## config.mk

```make
export PLATFORM = sky130hd
export DESIGN_NAME = blob_binarize
export DESIGN_NICKNAME = d
export VERILOG_FILES = /design/src/rtl/blob_binarize.sv
export SDC_FILE = /design/constraint.sdc
export NUM_CORES = 1
export LEC_CHECK = 0
export ABC_AREA = 1
export BUFFER_PORTS_ARGS = -buffer_cell sky130_fd_sc_hd__buf_2
export CAP_MARGIN = 0
export CORE_MARGIN = 2
export CORE_UTILIZATION = 40
export DETAILED_ROUTE_END_ITERATION = 8
export GPL_TIMING_DRIVEN = 0
export PLACE_DENSITY = 0.64
export SLEW_MARGIN = 0
export SYNTH_ARGS = -nofsm -noshare
export SYNTH_HDL_FRONTEND = slang
export SYNTH_SLANG_ARGS = --single-unit
```

## constraint.sdc

```tcl
create_clock -name i_clk -period 2.2 [get_ports i_clk]
set_input_delay 0 -clock i_clk [delete_from_list [all_inputs] [get_ports i_clk]]
set_output_delay 0 -clock i_clk [all_outputs]
set_load 0.01 [all_outputs]
```

## src/rtl/blob_binarize.sv

```systemverilog
// Grayscale-to-foreground front end for the blob labeller: threshold, 3-tap
// horizontal majority denoise, border suppression and frame handshake.
module blob_binarize #(
  parameter int IMG_COL = 800,
  parameter int IMG_ROW = 600,
  parameter int PIX_W   = 8
) (
  input  logic             i_clk,
  input  logic             i_rst,
  input  logic             i_start,
  input  logic             i_pix_valid,
  input  logic [PIX_W-1:0] i_pix,
  input  logic [PIX_W-1:0] i_thresh,
  input  logic             i_invert,
  output logic             o_seq,
  output logic             o_seq_valid,
  output logic             o_frame_active,
  output logic             o_frame_done,
  output logic [19:0]      o_ones_count
);

  localparam int COL_W = $clog2(IMG_COL);
  localparam int ROW_W = (IMG_ROW > 1) ? $clog2(IMG_ROW) : 1;

  typedef enum logic [1:0] {
    S_IDLE,
    S_STREAM,
    S_FLUSH,
    S_HOLD
  } state_t;

  state_t             state_q, state_d;
  logic [COL_W-1:0]   col_q;
  logic [ROW_W-1:0]   row_q;
  logic [PIX_W-1:0]   thr_q;
  logic               inv_q;
  logic               tap_prev_q, tap_cur_q;

  logic               b_new;
  logic               maj;
  logic               last_pix;
  logic               start_frame;
  logic               accept;
  logic               emit_v;
  logic               emit_b;
  logic               done_d;

  assign b_new    = (i_pix > thr_q) ^ inv_q;
  assign maj      = (tap_prev_q & tap_cur_q) | (tap_prev_q & b_new) | (tap_cur_q & b_new);
  assign last_pix = (col_q == COL_W'(IMG_COL - 1)) && (row_q == ROW_W'(IMG_ROW - 1));

  assign o_frame_active = (state_q != S_IDLE);

  // Each accepted pixel emits the filtered result for the previous column;
  // column 0 of a later row emits the previous row's right border instead.
  always_comb begin
    state_d     = state_q;
    start_frame = 1'b0;
    accept      = 1'b0;
    emit_v      = 1'b0;
    emit_b      = 1'b0;
    done_d      = 1'b0;
    case (state_q)
      S_IDLE: begin
        if (i_start) begin
          state_d     = S_STREAM;
          start_frame = 1'b1;
        end
      end
      S_STREAM: begin
        if (!i_start) begin
          state_d = S_IDLE;
        end else if (i_pix_valid) begin
          accept = 1'b1;
          if (col_q == '0) begin
            emit_v = (row_q != '0);
          end else begin
            emit_v = 1'b1;
            emit_b = (col_q == COL_W'(1)) ? 1'b0 : maj;
          end
          if (last_pix) state_d = S_FLUSH;
        end
      end
      S_FLUSH: begin
        if (!i_start) begin
          state_d = S_IDLE;
        end else begin
          emit_v  = 1'b1;
          done_d  = 1'b1;
          state_d = S_HOLD;
        end
      end
      S_HOLD: begin
        if (!i_start) state_d = S_IDLE;
      end
      default: state_d = S_IDLE;
    endcase
  end

  always_ff @(posedge i_clk or posedge i_rst) begin
    if (i_rst) begin
      state_q      <= S_IDLE;
      col_q        <= '0;
      row_q        <= '0;
      thr_q        <= '0;
      inv_q        <= 1'b0;
      tap_prev_q   <= 1'b0;
      tap_cur_q    <= 1'b0;
      o_seq        <= 1'b0;
      o_seq_valid  <= 1'b0;
      o_frame_done <= 1'b0;
      o_ones_count <= '0;
    end else begin
      state_q      <= state_d;
      o_seq_valid  <= emit_v;
      o_seq        <= emit_v & emit_b;
      o_frame_done <= done_d;
      if (start_frame) begin
        thr_q        <= i_thresh;
        inv_q        <= i_invert;
        col_q        <= '0;
        row_q        <= '0;
        tap_prev_q   <= 1'b0;
        tap_cur_q    <= 1'b0;
        o_ones_count <= '0;
      end
      if (accept) begin
        tap_prev_q <= tap_cur_q;
        tap_cur_q  <= b_new;
        if (col_q == COL_W'(IMG_COL - 1)) begin
          col_q <= '0;
          row_q <= (row_q == ROW_W'(IMG_ROW - 1)) ? '0 : row_q + ROW_W'(1);
        end else begin
          col_q <= col_q + COL_W'(1);
        end
      end
      if (emit_v && emit_b) o_ones_count <= o_ones_count + 20'd1;
    end
  end

endmodule

```

**Word level (Yosys, flattened, before mapping)**

Index checks and enable logic that the tools add are counted.

- Bits in registers: 56
- Bits of input ports: 21
- Output and inout port bits: 24

- $add $sub $neg: 3
- $lt $le $gt $ge: 1
- Equality and inequality tests: 10
- Muxes and demuxes: 34
- Bitwise logic cells: 7
- Reductions and logical operators: 9

Operators by type and width:

| kind | number |
|---|---|
| $mux W10 | 7 |
| $mux W20 | 2 |
| $add A10 B1 Y10 const B | 2 |
| $add A20 B1 Y20 const B | 1 |
| $eq A10 B10 Y1 const B | 2 |
| $mux W1 | 17 |
| $mux W2 | 6 |
| $eq A10 B1 Y1 const B | 1 |
| $logic_not A10 Y1 | 1 |
| $reduce_bool A10 Y1 | 1 |
| $gt A8 B8 Y1 | 1 |
| $pmux W2 S4 | 1 |
| $ne A3 B3 Y1 const B | 2 |
| $reduce_bool A2 Y1 | 3 |
| $and A1 B1 Y1 | 4 |
| $eq A2 B2 Y1 const B | 2 |
| $ne A2 B2 Y1 const B | 2 |
| $reduce_and A4 Y1 | 1 |
| $eq A2 B1 Y1 const B | 1 |
| $logic_and A1 B1 Y1 | 2 |
| $logic_not A2 Y1 | 1 |
| $or A1 B1 Y1 | 2 |
| $pmux W1 S2 | 1 |
| $xor A1 B1 Y1 | 1 |

**Longest topological paths before layout**

Gate-level depths: netlist (run 1).

- Depth in word-level cells: 12
- Gate-level depth with buffers: 16
- Gate-level depth less buffers: 15

**Least setup slack after synthesis (run 1)**

OpenSTA, ideal clock, no wires.

- Path kind: register -> register
- Start: reg thr_q[7]
- End: reg o_ones_count[13]
- Library setup time: 118 ps
- Arrival time: 1,458 ps
- Required time: 2,082 ps
- Path slack: 624 ps
- Stages on the path, launching flop included: 13
- Path buffers: 1
- Clock period less this slack: 1,576 ps
- Cells stage by stage: dfrtp_1 inv_1 ha_1 a21o_1 nor2_1 nand2_1 nand2_1 nand2_1 nand3_1 nand2_2 buf_2 nand3_1 nand2_1

- Longest elaborated chain between the ends: 12

RTL lines:

| item | line | RTL |
|---|---|---|
| start: declaration | 35 | `logic [PIX_W-1:0] thr_q;` |
| start signal: assignment | 119 | `thr_q <= i_thresh;` |
| $gt A8 B8 Y1 (*) | 48 | `assign b_new = (i_pix > thr_q) ^ inv_q;` |
| $xor A1 B1 Y1 (*) | 48 |  |
| $and A1 B1 Y1 | 49 | `assign maj = (tap_prev_q & tap_cur_q) \| (tap_prev_q & b_new) \| (tap_cur_q & b_new);` |
| $or A1 B1 Y1 | 49 |  |
| $or A1 B1 Y1 (*) | 49 |  |
| $mux W1 (*) | 79 | `emit_b = (col_q == COL_W'(1)) ? 1'b0 : maj;` |
| $mux W1 (*) | 75 | `if (col_q == '0) begin` |
| $mux W1 (*) | 73 | `end else if (i_pix_valid) begin` |
| $mux W1 (*) | 71 | `if (!i_start) begin` |
| $mux W1 (*) | 63 | `case (state_q)` |
| $logic_and A1 B1 Y1 (*) | 137 | `if (emit_v && emit_b) o_ones_count <= o_ones_count + 20'd1;` |
| $mux W20 or $reduce_bool A2 Y1 (tied branches) | n/a |  |
| end signal: assignment | 137 |  |
| end: declaration | 19 | `output logic [19:0] o_ones_count` |

Every way passes the cells marked *; elsewhere a longest branch is shown, timed or not.
A chain may end at the register's enable or synchronous reset.

**Worst setup path after layout (run 1)**

- Start: reg state_q[1]
- End: reg o_ones_count[7]

- Longest elaborated chain between the ends: 4

RTL lines:

| item | line | RTL |
|---|---|---|
| start: declaration | 32 | `state_t state_q, state_d;` |
| start signal: assignment | 114 | `state_q <= state_d;` |
| $eq A2 B2 Y1 or $eq A2 B1 Y1 (tied branches) | 63 |  |
| $pmux W1 S2 or $mux W1 (tied branches) | 63 |  |
| $logic_and A1 B1 Y1 | 137 |  |
| $mux W20 or $reduce_bool A2 Y1 (tied branches) | n/a |  |

Parallel ways exist; a longest one is shown, timed or not.

==> Flow_metrics.wiki, run 1 <==
{| class="wikitable"
! Metric !! Value
|-
| Net total in the final layout || 509
|-
| Clk Latency, worst-skew pair || 300 ps
|-
| Most common cell after layout, fill and taps aside || sky130_fd_sc_hd__nand2_1
|-
| Number of buffers created by CTS || 5
|-
| Pwr/cell area || 683 nW/µm²
|-
| TritonCTS clock tree || yes
|-
| Number of warning messages in the yosys log || 0
|-
| Post-layout util || 0.477
|-
| Max-slew headroom || 0.682
|-
| Number of antenna diodes || 0
|-
| Die Width || 95.5 µm
|-
| Shortest period the worst path allows || 1900 ps
|-
| Distinct cell type count of the synthesized netlist || 36
|-
| Largest net degree at the start of global routing || 39
|-
| Weighted congestion at the end of routability-driven global placement || 0.811
|-
| Cts hold-fix bufs || 10
|-
| Setup TNS || 0 ps
|-
| Via count || 2832
|-
| Max Freq || 525 MHz
|-
| Smallest hold slack || 22.7 ps
|-
| Core area || 8180 µm²
|-
| Via count of the first global-routing pass || 2697
|-
| Count of endpoints failing setup in the final report || 0
|-
| Resize count post-CTS || 0
|-
| Number of H-tree levels || 2
|-
| DIE HEIGHT || 95.5 µm
|-
| Remaining global-route overflow || 0
|-
| Global-route wire length before repair || 12400 µm
|-
| Clock slew at the register clock pins of the worst setup and hold paths || 100 ps
|-
| Part of the Yosys area used for sequential elements || 0.418
|-
| Max Root-Sink Buffers || 2
|-
| Count of port buffers added during placement || 44
|-
| Ys async rst share || 1.00
|-
| Max-slew violation count || 0
|-
| Synthesis-to-layout area growth || 16.4%
|-
| Status || finished, final reports clean
|-
| Syn avg cell area || 8.23 µm²
|-
| Fraction of synthesized cell area taken by the top area cell type || 0.418
|-
| Post-synthesis register bit count || 56
|-
| Number of setup buffers added after CTS || 0
|-
| Nature of the critical path startpoint || flop
|-
| Die Outline Area || 9120 µm²
|-
| Leading post-synthesis cells by cell area || sky130_fd_sc_hd__dfrtp_1 42%, sky130_fd_sc_hd__nand3_1 8.8%, sky130_fd_sc_hd__nand2_1 8.2%, sky130_fd_sc_hd__ha_1 7.1%, sky130_fd_sc_hd__inv_1 5.7%
|-
| Measured slew at the worst slew-check pin || 476 ps
|-
| Largest fanout on the critical path || 10
|-
| Count of endpoints failing hold in the final timing report || 0
|-
| Share of post-route cells with drive strength above 1 || 0.192
|-
| Starting density of the core || 0.410
|-
| Kind of critical path || reg -> reg
|-
| Pre-CTS worst setup slack || 339 ps
|-
| Cell area after synthesis || 3350 µm²
|-
| Arrival time at the worst endpoint || 2110 ps
|-
| Overall Global Routing Usage || 0.170
|-
| Clock sink count || 56
|-
| Number of maximum-capacitance constraint violations || 0
|-
| Static power due to leakage || 1.99 nW
|-
| Aggregate routed wire length || 7190 µm
|-
| Ports || 45
|-
| Setup repair after global routing missed its margin || false
|-
| Required @ worst endpoint || 2400 ps
|-
| Cells after synthesis || 407
|-
| Initial antenna violation count || 0
|-
| CTS root buf || sky130_fd_sc_hd__clkbuf_8
|-
| Maximum VDD drop || 0.386 mV
|-
| Post-synth EDFFs || 0
|-
| Antenna viol nets, final || 0
|-
| Top flip-flop cell by instance count after synthesis || sky130_fd_sc_hd__dfrtp_1
|-
| Tcrit/Tclk final || 0.865
|-
| Num rows || 33
|-
| Wire length per cell || 12.5 µm
|-
| Detailed placer's ending HPWL || 5230 µm
|-
| Initial drt markers || 86
|-
| Mean number of vias per cell || 4.93
|-
| Post-layout worst setup margin || 297 ps
|-
| Worst hold path class || in -> reg
|-
| Crit. End Element || flop
|-
| Number of remaining DRC errors || 0
|-
| Post-synthesis net count || 447
|-
| Library cell occupying the most area in the post-synthesis netlist || sky130_fd_sc_hd__dfrtp_1
|-
| TritonRoute pass-1 iters || 4
|-
| Worst clock skew || 6.57 ps
|-
| Commonest non-fill, non-tap cells in the layout || 73 x sky130_fd_sc_hd__nand2_1, 59 x sky130_fd_sc_hd__nand3_1, 56 x sky130_fd_sc_hd__dfrtp_1
|}
cells in the mapped netlist (5+ instances only):
library cell              count
sky130_fd_sc_hd__nand2_1     73
sky130_fd_sc_hd__nand3_1     59
sky130_fd_sc_hd__dfrtp_1     56
sky130_fd_sc_hd__inv_1       51
sky130_fd_sc_hd__nor2_1      31
sky130_fd_sc_hd__ha_1        19
sky130_fd_sc_hd__xor2_1      17
sky130_fd_sc_hd__o21ai_0     13
sky130_fd_sc_hd__a21oi_1     12
sky130_fd_sc_hd__xnor2_1      8
sky130_fd_sc_hd__buf_2        7
sky130_fd_sc_hd__o22ai_2      7
sky130_fd_sc_hd__nor3_1       6
sky130_fd_sc_hd__nand4_1      5
sequential cells by signal, indices dropped and copies added (netlist names):
name / count
thr_q: 8
col_q: 10
o_frame_done: 1
tap_cur_q: 1
state_q: 2
inv_q: 1
row_q: 10
o_seq: 1
o_ones_count: 20
o_seq_valid: 1
tap_prev_q: 1
routing by layer:
metal  vias up  global-route usage  routed length (µm)
met4         0              0.0298                  51
met1      1332               0.223                3420
met5         -                   0                   0
li1       1453                   -                   -
met2        41               0.297                3480
met3         6              0.0308                 243
worst max-delay path: stages, from the launching register on:
cell and delay [ps]:
sky130_fd_sc_hd__dfrtp_1 430, sky130_fd_sc_hd__inv_1 130, sky130_fd_sc_hd__ha_1 150, sky130_fd_sc_hd__nand2_1 60, sky130_fd_sc_hd__inv_2 70, sky130_fd_sc_hd__nand2_2 90
sky130_fd_sc_hd__nor2_2 130, sky130_fd_sc_hd__o21ai_1 130, sky130_fd_sc_hd__nor2_2 180, sky130_fd_sc_hd__nand2_2 80, sky130_fd_sc_hd__buf_2 190, sky130_fd_sc_hd__nand3_1 100
sky130_fd_sc_hd__nand2_1 50
cells by family after synthesis:
kind of cell             after synthesis  synth area share
AO/OA/AOI/OAI                         45            0.0915
XOR/XNOR                              25            0.0654
adder cells (fa/ha/maj)               19            0.0710
buffers and inverters                 66            0.0788
flip-flops                            56             0.418
multiplexers                           1           0.00336
AND/OR/NAND/NOR                      195             0.272
path summary, 6_finish.rpt:
| path | start | end | slack, ps | cells past startpoint |
|---|---|---|---|---|
| setup reg to reg | state_q[1] | o_ones_count[7] | 300 | 12 |
| max in group asynchronous | i_rst | col_q[7] | 1410 | 4 |
| hold / removal | i_start | o_frame_done | 20 | 3 |
| hold reg to reg | thr_q[1] | thr_q[1] | 520 | 2 |
| setup / recovery | state_q[1] | o_ones_count[7] | 300 | 12 |
| min in group asynchronous | i_rst | o_ones_count[16] | 240 | 3 |
report_power, final:
group,internal [W],total [W],switching (W),leakage (nW)
sequential,0.00115,0.00122,0.0000650,0.751
combinational,0.000303,0.000901,0.000598,1.20
clock,0.000218,0.000546,0.000328,0.0410
per-stage QoR:
| stage | instance area [µm²] | power [W] | instances |
|---|---|---|---|
| global route | 3900 | 0.00291 | 574 |
| global placement | 3700 | 0.00210 | 556 |
| finish | 3900 | 0.00266 | 574 |
| detailed placement | 3720 | 0.00213 | 557 |
| floorplan | 3350 | 0.00188 | 407 |
| CTS | 3900 | 0.00270 | 574 |
layout make-up:
class                           count  area (µm²)
Multi-Input combinational cell    285        1680
Clock inverter                      1        5.00
Fill cell                         815        4280
Tap cell                          105         131
Inverter                           55         206
Sequential cell                    56        1400
Clock buffer                        6        72.6
Buffer                             11        57.6
Timing Repair Buffer               55         340
Note: power is estimated with default switching activity, not from simulation.
==> inputs of run 2 (changes only) <==
--- a/config.mk
+++ b/config.mk
@@ -8,11 +8,13 @@
 export ABC_AREA = 1
 export BUFFER_PORTS_ARGS = -buffer_cell sky130_fd_sc_hd__buf_2
 export CAP_MARGIN = 0
+export CELL_PAD_IN_SITES_DETAIL_PLACEMENT = 0
+export CELL_PAD_IN_SITES_GLOBAL_PLACEMENT = 2
 export CORE_MARGIN = 2
-export CORE_UTILIZATION = 40
+export CORE_UTILIZATION = 34
 export DETAILED_ROUTE_END_ITERATION = 8
 export GPL_TIMING_DRIVEN = 0
-export PLACE_DENSITY = 0.64
+export PLACE_DENSITY = 0.84
 export SLEW_MARGIN = 0
 export SYNTH_ARGS = -nofsm -noshare
 export SYNTH_HDL_FRONTEND = slang
==> constraint.sdc (replaced) <==
create_clock -name i_clk -period 2.2 [get_ports i_clk]
set_input_delay 0.44 -clock i_clk [delete_from_list [all_inputs] [get_ports i_clk]]
set_output_delay 0.44 -clock i_clk [all_outputs]
set_load 0.01 [all_outputs]
==> Flow_metrics.wiki, run 2 (synthesized netlist as in run 1, its figures left out) <==
{| class="wikitable"
! Metric !! Value
|-
| Core area || 9680 µm²
|-
| Mean number of vias per cell || 4.63
|-
| Nature of the critical path startpoint || flop
|-
| Most common cell after layout, fill and taps aside || sky130_fd_sc_hd__nand2_1
|-
| Number of antenna diodes || 0
|-
| Number of setup buffers added after CTS || 0
|-
| Static power due to leakage || 1.95 nW
|-
| Tcrit/Tclk final || 0.840
|-
| Share of post-route cells with drive strength above 1 || 0.200
|-
| Clk Latency, worst-skew pair || 320 ps
|-
| Part of the total power dissipated in sequential elements || 0.448
|-
| Maximum VDD drop || 0.422 mV
|-
| Register with the most flip-flops || o_ones_count
|-
| Worst clock skew || 18.2 ps
|-
| Cts hold-fix bufs || 0
|-
| Die Outline Area || 10700 µm²
|-
| Sw frac || 0.382
|-
| Measured slew at the worst slew-check pin || 530 ps
|-
| DIE HEIGHT || 103 µm
|-
| CP Cell Sequence || inv_1 > ha_1 > nand2_1 > inv_2 > nand2_2 > nor2_2 > o21ai_1 > nor2_2 > nand2_2 > buf_2 > nand3_1 > nand2_1
|-
| Number of remaining DRC errors || 0
|-
| Max-slew violation count || 0
|-
| Power after layout || 0.00270 W
|-
| Status || finished, final reports clean
|-
| Detailed placer's ending HPWL || 5430 µm
|-
| Max Root-Sink Buffers || 2
|-
| Clock slew at the register clock pins of the worst setup and hold paths || 120 ps
|-
| Count of endpoints failing setup in the final report || 0
|-
| Net total in the final layout || 499
|-
| Required @ worst endpoint || 2410 ps
|-
| Via count || 2745
|-
| Shortest period the worst path allows || 1850 ps
|-
| Wire length per cell || 12.4 µm
|-
| Filler cells || 1008
|-
| CTS root buf || sky130_fd_sc_hd__clkbuf_8
|-
| Multi-input gate area in the final layout || 1680 µm²
|-
| Largest fanout on the critical path || 10
|-
| Initial antenna violation count || 0
|-
| Synthesis-to-layout area growth || 14.9%
|-
| Count of port buffers added during placement || 44
|-
| Overall Global Routing Usage || 0.149
|-
| Post-layout util || 0.397
|-
| Initial drt markers || 83
|-
| Remaining global-route overflow || 0
|-
| Worst hold path class || in -> async
|-
| Internal power summed over all cells || 0.00167 W
|-
| Number of buffers created by CTS || 5
|-
| Kind of critical path || reg -> reg
|-
| Setup repair after global routing missed its margin || false
|-
| Via count of the first global-routing pass || 2684
|-
| TritonCTS clock tree || yes
|-
| Switch Pwr || 0.00103 W
|-
| Max stage delay cell, worst path || sky130_fd_sc_hd__dfrtp_1
|-
| Logic pwr share || 0.329
|-
| Weighted congestion at the end of routability-driven global placement || 0.784
|-
| Resize count post-CTS || 0
|-
| Number of maximum-capacitance constraint violations || 0
|-
| Aggregate routed wire length || 7350 µm
|-
| Number of H-tree levels || 2
|-
| Crit. End Element || flop
|-
| Area occupied by registers || 1400 µm²
|-
| Largest registers in the final layout || o_ones_count (20), col_q (10), row_q (10)
|-
| Starting density of the core || 0.346
|-
| TritonRoute pass-1 iters || 4
|-
| Commonest non-fill, non-tap cells in the layout || 73 x sky130_fd_sc_hd__nand2_1, 59 x sky130_fd_sc_hd__nand3_1, 56 x sky130_fd_sc_hd__dfrtp_1
|-
| Max Freq || 541 MHz
|-
| Clock sink count || 56
|-
| Ports || 45
|-
| Die Width || 103 µm
|-
| Count of endpoints failing hold in the final timing report || 0
|-
| Antenna viol nets, final || 0
|-
| Arrival time at the worst endpoint || 2060 ps
|-
| Stage delay of the slowest cell on the critical path || 430 ps
|-
| Max-slew headroom || 0.646
|-
| Num rows || 36
|-
| Global-route wire length before repair || 12600 µm
|-
| Max reg flops || 20
|-
| Pwr/cell area || 702 nW/µm²
|-
| Largest net degree at the start of global routing || 35
|-
| Share of total power in the clock network || 0.222
|}
==> run 2: final cells by class <==
cell class	instances	area share
flip-flops and latches	56	0.364
repair buffers	45	0.0624
multi-input cells	285	0.438
plain buffers	11	0.0150
clock buffers	5	0.0179
inverters	55	0.0537
clock inverters	3	0.00585
well taps	133	0.0433
==> run 2: worst paths after layout <==
kind / from / cells after the start / slack (ps) / endpoint
worst min register to register: row_q[9] / 2 / 520 / row_q[9]
worst max-delay path: state_q[1] / 12 / 350 / o_ones_count[2]
worst min-delay path: i_rst / 2 / 150 / o_seq
min in group i_clk: i_thresh[0] / 2 / 340 / thr_q[0]
max in group asynchronous: i_rst / 3 / 1460 / col_q[8]
worst max register to register: state_q[1] / 12 / 350 / o_ones_count[2]
==> run 2: power groups by stage <==
stage / Clock [W] / Sequential, W / Combinational [W]
floorplan: 0 / 0.00122 / 0.000660
global placement: 0 / 0.00123 / 0.000899
detailed placement: 0 / 0.00123 / 0.000909
CTS: 0.000630 / 0.00121 / 0.000916
global route: 0.000673 / 0.00123 / 0.00105
finish: 0.000601 / 0.00121 / 0.000890
==> run 2: stage by stage <==
step	hold slack, ps	setup TNS, ps	area [µm²]	setup slack [ps]	std cells
after global placement	494	-29820	3740	-536	584
final	145	0	3850	353	593
after global routing	181	0	3850	33.5	593
after CTS	165	0	3850	318	593
after detailed placement	499	0	3760	170	585
after floorplan	476	0	3350	389	407
==> run 2: critical path: cells and delay by family, from the launching register on <==
family	cells	cell delay [ps]
AND/OR/NAND/NOR	7	670
flip-flops	1	430
buffers and inverters	3	370
adder cells (fa/ha/maj)	1	150
AO/OA/AOI/OAI	1	130
==> run 2: layer usage <==
metal	global-route usage	part of all wire	vias to the layer above
met4	0.0304	0.0078	0
met3	0.0242	0.029	7
met2	0.255	0.47	31
met1	0.201	0.49	1281
li1	-	-	1426
met5	0	0	-
